**config.mk**
```make
export PLATFORM = sky130hd
export DESIGN_NAME = pack_recv_flat
export DESIGN_NICKNAME = d
export VERILOG_FILES = /design/src/rtl/pack_recv_if.sv /design/src/rtl/pack_recv.sv /design/src/flat_wrapper.sv
export SDC_FILE = /design/constraint.sdc
export NUM_CORES = 1
export LEC_CHECK = 0
export BUFFER_PORTS_ARGS = -buffer_cell sky130_fd_sc_hd__buf_2
export CORE_UTILIZATION = 50
export CTS_BUF_LIST = sky130_fd_sc_hd__clkbuf_8
export DETAILED_ROUTE_END_ITERATION = 10
export HOLD_SLACK_MARGIN = 0.08
export PLACE_DENSITY_LB_ADDON = 0.05
export RECOVER_POWER = 25
export REMOVE_ABC_BUFFERS = 1
export SETUP_SLACK_MARGIN = 0.4
export SYNTH_ARGS = -nofsm -noshare
export SYNTH_HDL_FRONTEND = slang
export SYNTH_SLANG_ARGS = --single-unit
```
**constraint.sdc**
```tcl
create_clock -name clk -period 15.1 [get_ports clk]
set_input_delay 2.265 -clock clk [delete_from_list [all_inputs] [get_ports clk]]
set_output_delay 2.265 -clock clk [all_outputs]
set_load 0.005 [all_outputs]
```
**src/rtl/pack_recv_if.sv**
```systemverilog
// Byte-in / word-out handshake bundle for pack_recv.
// The master modport is the environment's view; slave is the receiver's view.
interface pack_recv_if;
    logic [7:0]  DataVal;
    logic        DataReady;
    logic        DataNext;
    logic        Hunt;
    logic [15:0] OutWd;
    logic        OutValid;
    logic        OutNext;
    logic        InSync;
    logic [7:0]  SyncCount;
    logic        DataOverf;

    modport master (
        output DataVal, DataReady, Hunt, OutNext,
        input  DataNext, OutWd, OutValid, InSync, SyncCount, DataOverf
    );

    modport slave (
        input  DataVal, DataReady, Hunt, OutNext,
        output DataNext, OutWd, OutValid, InSync, SyncCount, DataOverf
    );
endinterface

```
**src/rtl/pack_recv.sv**
```systemverilog
// Byte-to-word packer that locks onto the FF FF FF 7F sync marker, strips
// in-stream sync pairs and queues little-endian 16-bit words in a show-ahead FIFO.
module pack_recv #(
    parameter int FIFOLOG2 = 4
) (
    input  logic        clk,
    input  logic        rst,
    pack_recv_if.slave  bus
);
    localparam int AW    = FIFOLOG2;
    localparam int PW    = FIFOLOG2 + 1;
    localparam int DEPTH = 1 << FIFOLOG2;
    localparam logic [PW:0] DEPTH_W = {1'b0, 1'b1, {AW{1'b0}}};

    typedef enum logic {ST_HUNT, ST_LOCKED} state_t;

    state_t        state_q, state_d;
    logic [1:0]    ff_cnt_q, ff_cnt_d;
    logic          pend_q, pend_d;
    logic          phase_q, phase_d;
    logic [7:0]    lo_q, lo_d;
    logic [7:0]    sync_cnt_q, sync_cnt_d;
    logic          overf_q, overf_d;
    logic          data_next_q, data_next_d;
    logic [PW-1:0] wr_ptr_q, wr_ptr_d;
    logic [PW-1:0] rd_ptr_q, rd_ptr_d;
    logic [15:0]   mem_q [DEPTH];
    logic [15:0]   mem_d [DEPTH];

    logic [15:0]   word;
    logic [1:0]    nreq;
    logic [15:0]   w0, w1;
    logic [PW-1:0] count, count_d;
    logic [PW:0]   free_eff, free_d;
    logic          pop, acc0, acc1;
    logic [AW-1:0] wr_idx0, wr_idx1;

    // Sync search, word assembly and sync-pair stripping.
    always_comb begin
        state_d    = state_q;
        ff_cnt_d   = ff_cnt_q;
        pend_d     = pend_q;
        phase_d    = phase_q;
        lo_d       = lo_q;
        sync_cnt_d = sync_cnt_q;
        word       = {bus.DataVal, lo_q};
        nreq       = 2'd0;
        w0         = 16'h0000;
        w1         = 16'h0000;
        if (bus.Hunt) begin
            state_d  = ST_HUNT;
            ff_cnt_d = 2'd0;
            pend_d   = 1'b0;
            phase_d  = 1'b0;
        end else if (bus.DataReady) begin
            case (state_q)
                ST_HUNT: begin
                    if (bus.DataVal == 8'hFF) begin
                        if (ff_cnt_q != 2'd3) ff_cnt_d = ff_cnt_q + 2'd1;
                    end else if (bus.DataVal == 8'h7F && ff_cnt_q == 2'd3) begin
                        state_d    = ST_LOCKED;
                        sync_cnt_d = sync_cnt_q + 8'd1;
                        phase_d    = 1'b0;
                        ff_cnt_d   = 2'd0;
                    end else begin
                        ff_cnt_d = 2'd0;
                    end
                end
                ST_LOCKED: begin
                    if (!phase_q) begin
                        lo_d    = bus.DataVal;
                        phase_d = 1'b1;
                    end else begin
                        phase_d = 1'b0;
                        // A held FFFF is only released once we know it is not a sync pair.
                        if (pend_q) begin
                            if (word == 16'h7FFF) begin
                                pend_d     = 1'b0;
                                sync_cnt_d = sync_cnt_q + 8'd1;
                            end else if (word == 16'hFFFF) begin
                                nreq = 2'd1;
                                w0   = 16'hFFFF;
                            end else begin
                                nreq   = 2'd2;
                                w0     = 16'hFFFF;
                                w1     = word;
                                pend_d = 1'b0;
                            end
                        end else if (word == 16'hFFFF) begin
                            pend_d = 1'b1;
                        end else begin
                            nreq = 2'd1;
                            w0   = word;
                        end
                    end
                end
                default: state_d = ST_HUNT;
            endcase
        end
    end

    // FIFO write side takes up to two words; a slot freed by a same-cycle pop is reusable.
    always_comb begin
        count    = wr_ptr_q - rd_ptr_q;
        pop      = bus.OutNext && (count != '0);
        free_eff = DEPTH_W - {1'b0, count} + {{PW{1'b0}}, pop};
        acc0     = (nreq != 2'd0) && (free_eff >= (PW+1)'(1));
        acc1     = (nreq == 2'd2) && (free_eff >= (PW+1)'(2));
        overf_d  = overf_q | ((nreq != 2'd0) && !acc0) | ((nreq == 2'd2) && !acc1);
        wr_ptr_d = wr_ptr_q + {{AW{1'b0}}, acc0} + {{AW{1'b0}}, acc1};
        rd_ptr_d = rd_ptr_q + {{AW{1'b0}}, pop};
        count_d  = wr_ptr_d - rd_ptr_d;
        free_d   = DEPTH_W - {1'b0, count_d};
        data_next_d = (free_d >= (PW+1)'(3));
        wr_idx0  = wr_ptr_q[AW-1:0];
        wr_idx1  = wr_idx0 + AW'(1);
        for (int i = 0; i < DEPTH; i++) begin
            mem_d[i] = mem_q[i];
            if (acc0 && wr_idx0 == AW'(i))      mem_d[i] = w0;
            else if (acc1 && wr_idx1 == AW'(i)) mem_d[i] = w1;
        end
    end

    always_ff @(posedge clk) begin
        if (rst) begin
            state_q     <= ST_HUNT;
            ff_cnt_q    <= 2'd0;
            pend_q      <= 1'b0;
            phase_q     <= 1'b0;
            lo_q        <= 8'h00;
            sync_cnt_q  <= 8'h00;
            overf_q     <= 1'b0;
            data_next_q <= 1'b0;
            wr_ptr_q    <= '0;
            rd_ptr_q    <= '0;
            for (int i = 0; i < DEPTH; i++) mem_q[i] <= 16'h0000;
        end else begin
            state_q     <= state_d;
            ff_cnt_q    <= ff_cnt_d;
            pend_q      <= pend_d;
            phase_q     <= phase_d;
            lo_q        <= lo_d;
            sync_cnt_q  <= sync_cnt_d;
            overf_q     <= overf_d;
            data_next_q <= data_next_d;
            wr_ptr_q    <= wr_ptr_d;
            rd_ptr_q    <= rd_ptr_d;
            for (int i = 0; i < DEPTH; i++) mem_q[i] <= mem_d[i];
        end
    end

    assign bus.OutWd     = mem_q[rd_ptr_q[AW-1:0]];
    assign bus.OutValid  = (count != '0);
    assign bus.DataNext  = data_next_q;
    assign bus.InSync    = (state_q == ST_LOCKED);
    assign bus.SyncCount = sync_cnt_q;
    assign bus.DataOverf = overf_q;
endmodule

```
**src/flat_wrapper.sv**
```systemverilog
// flat-port wrapper written by rule: the top's interface ports become plain ports
module pack_recv_flat 
#(
    parameter int FIFOLOG2 = 4
)
  (clk, rst, bus_DataVal, bus_DataReady, bus_Hunt, bus_OutNext, bus_DataNext, bus_OutWd, bus_OutValid, bus_InSync, bus_SyncCount, bus_DataOverf);
  pack_recv_if bus_i ();
  input  logic clk;
  input  logic rst;
  input wire logic [$bits(bus_i.DataVal)-1:0] bus_DataVal;
  input wire logic [$bits(bus_i.DataReady)-1:0] bus_DataReady;
  input wire logic [$bits(bus_i.Hunt)-1:0] bus_Hunt;
  input wire logic [$bits(bus_i.OutNext)-1:0] bus_OutNext;
  output wire logic [$bits(bus_i.DataNext)-1:0] bus_DataNext;
  output wire logic [$bits(bus_i.OutWd)-1:0] bus_OutWd;
  output wire logic [$bits(bus_i.OutValid)-1:0] bus_OutValid;
  output wire logic [$bits(bus_i.InSync)-1:0] bus_InSync;
  output wire logic [$bits(bus_i.SyncCount)-1:0] bus_SyncCount;
  output wire logic [$bits(bus_i.DataOverf)-1:0] bus_DataOverf;
  assign bus_i.DataVal = bus_DataVal;
  assign bus_i.DataReady = bus_DataReady;
  assign bus_i.Hunt = bus_Hunt;
  assign bus_i.OutNext = bus_OutNext;
  assign bus_DataNext = bus_i.DataNext;
  assign bus_OutWd = bus_i.OutWd;
  assign bus_OutValid = bus_i.OutValid;
  assign bus_InSync = bus_i.InSync;
  assign bus_SyncCount = bus_i.SyncCount;
  assign bus_DataOverf = bus_i.DataOverf;
  pack_recv #(.FIFOLOG2(FIFOLOG2)) u_core (.clk(clk), .rst(rst), .bus(bus_i));
endmodule
```
==> key figures <==
Outcome
  • Outcome: complete, but fails checks
  • Violated checks: capacitance limit, slew limit

Die
  • Total number of placement rows: 62
  • Area enclosed by the die boundary: 30100 um^2
  • Starting density of the core: 51.1%
  • Die Wd: between 150 and 200 um
  • Top-level port count: a little over 40
  • Die outline height: 173 um
  • Core outline area: ~29000 um^2

STA
  • Worst max-slew margin expressed relative to the limit: -14.1%
  • Worst Skew: approximately 0.019 ns
  • Final number of hold-violating endpoints: 0
  • Final critical delay including setup and external delays: 6.88 ns
  • Post-Route Setup TNS: 0 ns
  • Max-slew violation total from the final report: 35
  • Setup repair after global routing missed its margin: false
  • Achievable frequency: 145 MHz
  • Fin worst setup slack: 8.22 ns
  • Actual transition at the worst max-transition pin: 1.71 ns
  • Fraction of the cycle the final worst path needs: 45.6%
  • Final number of setup-violating endpoints: 0

Layout
  • Post-Route Utilization: 55.5%
  • Area added between synthesis and finish: 8.66%
  • Share of final-layout standard cells stronger than drive strength 1: about a fifth
  • Total inserted antenna cells: 0
  • Nets: approximately 1100

Pwr
  • IR drop worst, VDD: about 0.083 mV
  • Fraction of power spent switching nets: 27.7%
  • Pwr dens: 124 nW/um^2
  • Net switching power figure: 547 uW
  • Clock network power share: 32.5%
  • Total power consumption of the routed design: 1980 uW
  • Reg power frac: around 48%
  • Leak: about 0.0055 uW
  • Share of power burned in combinational logic: between 10% and 20%
  • Int Power: ~1400 uW

Global route
  • Global-route wire length before repair: 69700 um
  • Initial antenna violation count: 1
  • Pin count of the biggest net entering global routing: slightly above 50
  • GRT overflow: 0
  • Number of global-route vias before repair: ~10000
  • Gr usage total: 31.9%

Synth
  • Top cells by area in the synthesized netlist: sky130_fd_sc_hd__edfxtp_1 (52%), sky130_fd_sc_hd__mux4_2 (12%), sky130_fd_sc_hd__o22ai_1 (5.5%)
  • Commonest cells in the netlist: sky130_fd_sc_hd__edfxtp_1 (256), sky130_fd_sc_hd__o22ai_1 (130), sky130_fd_sc_hd__mux4_2 (80), sky130_fd_sc_hd__clkbuf_1 (77), sky130_fd_sc_hd__mux2i_1 (74)
  • Fraction of the mapped netlist area in adder cells: between 1.5 and 2%
  • Post-Synth XOR/XNOR Area: between 1 and 1.5%
  • EDFF count, synth: 256
  • Average cell area after synthesis: around 14 um^2
  • Flop and latch count out of synthesis: 289
  • Yosys top cell by area: sky130_fd_sc_hd__edfxtp_1
  • Share of cell area taken by muxes after synthesis: between 10% and 20%
  • Yosys warning count: 0
  • Combinational family with the most area after synthesis: multiplexers
  • Syn Std Cell Area: 14700 um^2
  • Synthesized instance count: 1067
  • Most used standard cell by instance count after synthesis: sky130_fd_sc_hd__edfxtp_1
  • Post-synth top area share: between 50% and 60%
  • Share of async-settable or async-resettable flops after synthesis: 0%
  • Unique masters post-synth: 63
  • Ys flop type: sky130_fd_sc_hd__edfxtp_1
  • Sequential-to-total area share from yosys stat: 56.8%
  • Complex-gate fraction of the synthesized area: 12.0%
  • Area fraction in and, or, nand and nor cells after synthesis: under 10%

Routing
  • Number of iterations in the first detailed-routing pass: 5
  • Routed vias: 10400
  • Final routed DRC violation total: 0
  • 1st-iter DRT viols: 1253
  • Post-DR vias/cell: 6.96
  • DR WL/cell: around 31 um
  • Final WL: 46900 um
  • Post-route antenna net violation count: 0

Clock tree
  • Number of buffers created by CTS: 49
  • Clock tree sinks: 289
  • Post-cts resize count: 0
  • TritonCTS clock tree: done
  • Number of buffers inserted for hold repair after clock tree synthesis: 0
  • Clock transition at path regs: ~0.050 ns
  • Root buf cell: sky130_fd_sc_hd__clkbuf_8
  • Max H-tree Level: 2
  • Setup fix buffers added after clock tree synthesis: 0
  • Clk_lat worst skew: 0.57 ns
  • Buffers from clock root to sink, at most: 3

Placed design
  • Final HPWL from detailed placement: 28900 um
  • Routability Congestion: 0.849
  • Worst setup slack after placement: ~8.5 ns
  • # port buffers: 40

Critical path
  • Critical Path Fanout Max: 17
  • Worst Path Class, Setup: input port to flop
  • WP data arrival: 6.85 ns
  • Critical Path End Type: flop
  • CP required: 15.07 ns
  • Crit start category: input port

Worst hold path
  • Worst hold path class: flop to flop

Run
  • Max-capacitance violation count: 3
metrics by stage:
| stage | cells | area (um^2) | hold slack (ns) |
|---|---|---|---|
| 3_3_place_gp | 1408 | 15100 | 0.471 |
| 5_1_grt | 1494 | 16000 | 0.497 |
| 2_1_floorplan | 952 | 14200 | 0.447 |
| 6_report | 1494 | 16000 | 0.472 |
| 3_5_place_dp | 1408 | 15100 | 0.455 |
| 4_1_cts | 1494 | 16000 | 0.475 |
area by class of cell:
class,instances,area [um^2]
clock buffer,50,688
clock inverter,36,176
fill,2414,12800
inverter,23,86.3
multi-input combinational,640,5770
sequential,289,8360
tap,384,480
timing repair buffer,72,424
power by group through the flow:
stage                     logic (uW)  clock network, uW  registers, uW
final                            391                643            943
after global placement           389                  0            959
after floorplan                  268                  0            970
after CTS                        395                648            944
after detailed placement         393                  0            960
after global routing             419                682            948
metal layers:
| metal | GRT usage (%) | routed length (um) | vias to the layer above |
|---|---|---|---|
| met4 | 12.4 | 1820 | 2 |
| met1 | 46.3 | 19700 | 5346 |
| met2 | 47.9 | 21000 | 597 |
| met5 | 0 | 12 | - |
| li1 | - | - | 4339 |
| met3 | 5.55 | 4300 | 111 |
registers in the layout, summed over array words and instances (netlist names):
register / flops
u_core.rd_ptr_q: 5
u_core.bus.DataNext: 1
u_core.wr_ptr_q: 5
u_core.bus.InSync: 1
u_core.pend_q: 1
u_core.mem_q: 256
u_core.bus.SyncCount: 8
u_core.lo_q: 8
u_core.ff_cnt_q: 2
u_core.bus.DataOverf: 1
u_core.phase_q: 1
path summary, 6_finish.rpt:
| path | startpoint | end | slack [ns] | cells after the start |
|---|---|---|---|---|
| setup / recovery | bus_DataVal[6] | u_core.mem_q[8][6]$_SDFFCE_PN0P_ | 8.22 | 8 |
| hold / removal | u_core.bus.DataOverf$_SDFF_PP0_ | u_core.bus.DataOverf$_SDFF_PP0_ | 0.47 | 2 |
| setup reg to reg | u_core.wr_ptr_q[0]$_SDFF_PP0_ | u_core.mem_q[8][6]$_SDFFCE_PN0P_ | 8.71 | 13 |
| hold reg to reg | u_core.bus.DataOverf$_SDFF_PP0_ | u_core.bus.DataOverf$_SDFF_PP0_ | 0.47 | 2 |
logic make-up (layout without fill, tap and decap cells):
| family | Yosys count | after routing |
|---|---|---|
| compound gates | 243 | 243 |
| xor+xnor | 21 | 21 |
| fa+ha+maj | 17 | 17 |
| buf+inv | 138 | 181 |
| flops | 289 | 289 |
| mux | 154 | 154 |
| simple gates | 205 | 205 |
layout by cell type, fill, tap and decap left out, types with 3 or more instances in the layout:
| cell | synthesis | layout |
|---|---|---|
| sky130_fd_sc_hd__edfxtp_1 | 256 | 256 |
| sky130_fd_sc_hd__o22ai_1 | 130 | 130 |
| sky130_fd_sc_hd__mux4_2 | 80 | 80 |
| sky130_fd_sc_hd__mux2i_1 | 74 | 74 |
| sky130_fd_sc_hd__nand2_1 | 69 | 69 |
| sky130_fd_sc_hd__clkbuf_8 | 0 | 50 |
| sky130_fd_sc_hd__nor2_1 | 41 | 41 |
| sky130_fd_sc_hd__inv_1 | 20 | 37 |
| sky130_fd_sc_hd__buf_2 | 14 | 33 |
| sky130_fd_sc_hd__dfxtp_1 | 33 | 31 |
| sky130_fd_sc_hd__o32ai_1 | 30 | 30 |
| sky130_fd_sc_hd__buf_4 | 7 | 30 |
| sky130_fd_sc_hd__nand3_1 | 24 | 24 |
| sky130_fd_sc_hd__a2bb2o_1 | 20 | 20 |
| sky130_fd_sc_hd__a21o_1 | 15 | 15 |
| sky130_fd_sc_hd__xor2_1 | 14 | 14 |
| sky130_fd_sc_hd__ha_1 | 14 | 14 |
| sky130_fd_sc_hd__clkinv_1 | 1 | 12 |
| sky130_fd_sc_hd__a21oi_1 | 11 | 11 |
| sky130_fd_sc_hd__a32o_1 | 11 | 11 |
| sky130_fd_sc_hd__nor3_1 | 11 | 10 |
| sky130_fd_sc_hd__nand4_1 | 10 | 10 |
| sky130_fd_sc_hd__or3_1 | 9 | 9 |
| sky130_fd_sc_hd__clkbuf_1 | 77 | 9 |
| sky130_fd_sc_hd__and2_0 | 0 | 8 |
| sky130_fd_sc_hd__xnor2_1 | 7 | 7 |
| sky130_fd_sc_hd__o211ai_1 | 6 | 6 |
| sky130_fd_sc_hd__clkinv_2 | 0 | 5 |
| sky130_fd_sc_hd__or2_2 | 4 | 4 |
| sky130_fd_sc_hd__nand2b_1 | 4 | 4 |
| sky130_fd_sc_hd__nor4_1 | 3 | 4 |
| sky130_fd_sc_hd__and3_1 | 3 | 3 |
| sky130_fd_sc_hd__o21ai_0 | 2 | 3 |
| sky130_fd_sc_hd__nand3_2 | 3 | 3 |
| sky130_fd_sc_hd__nor2b_1 | 3 | 3 |
| sky130_fd_sc_hd__fa_1 | 3 | 3 |
critical path, cell delays in order:
cell and delay (ns):
sky130_fd_sc_hd__clkbuf_1 0.30, sky130_fd_sc_hd__nand4_1 0.24, sky130_fd_sc_hd__nor4_1 1.28, sky130_fd_sc_hd__nor2_1 0.20, sky130_fd_sc_hd__o21ai_0 0.16, sky130_fd_sc_hd__clkbuf_1 0.62, sky130_fd_sc_hd__or3_1 0.74, sky130_fd_sc_hd__nand3_1 1.03
Power figures use the tool's default switching activity.
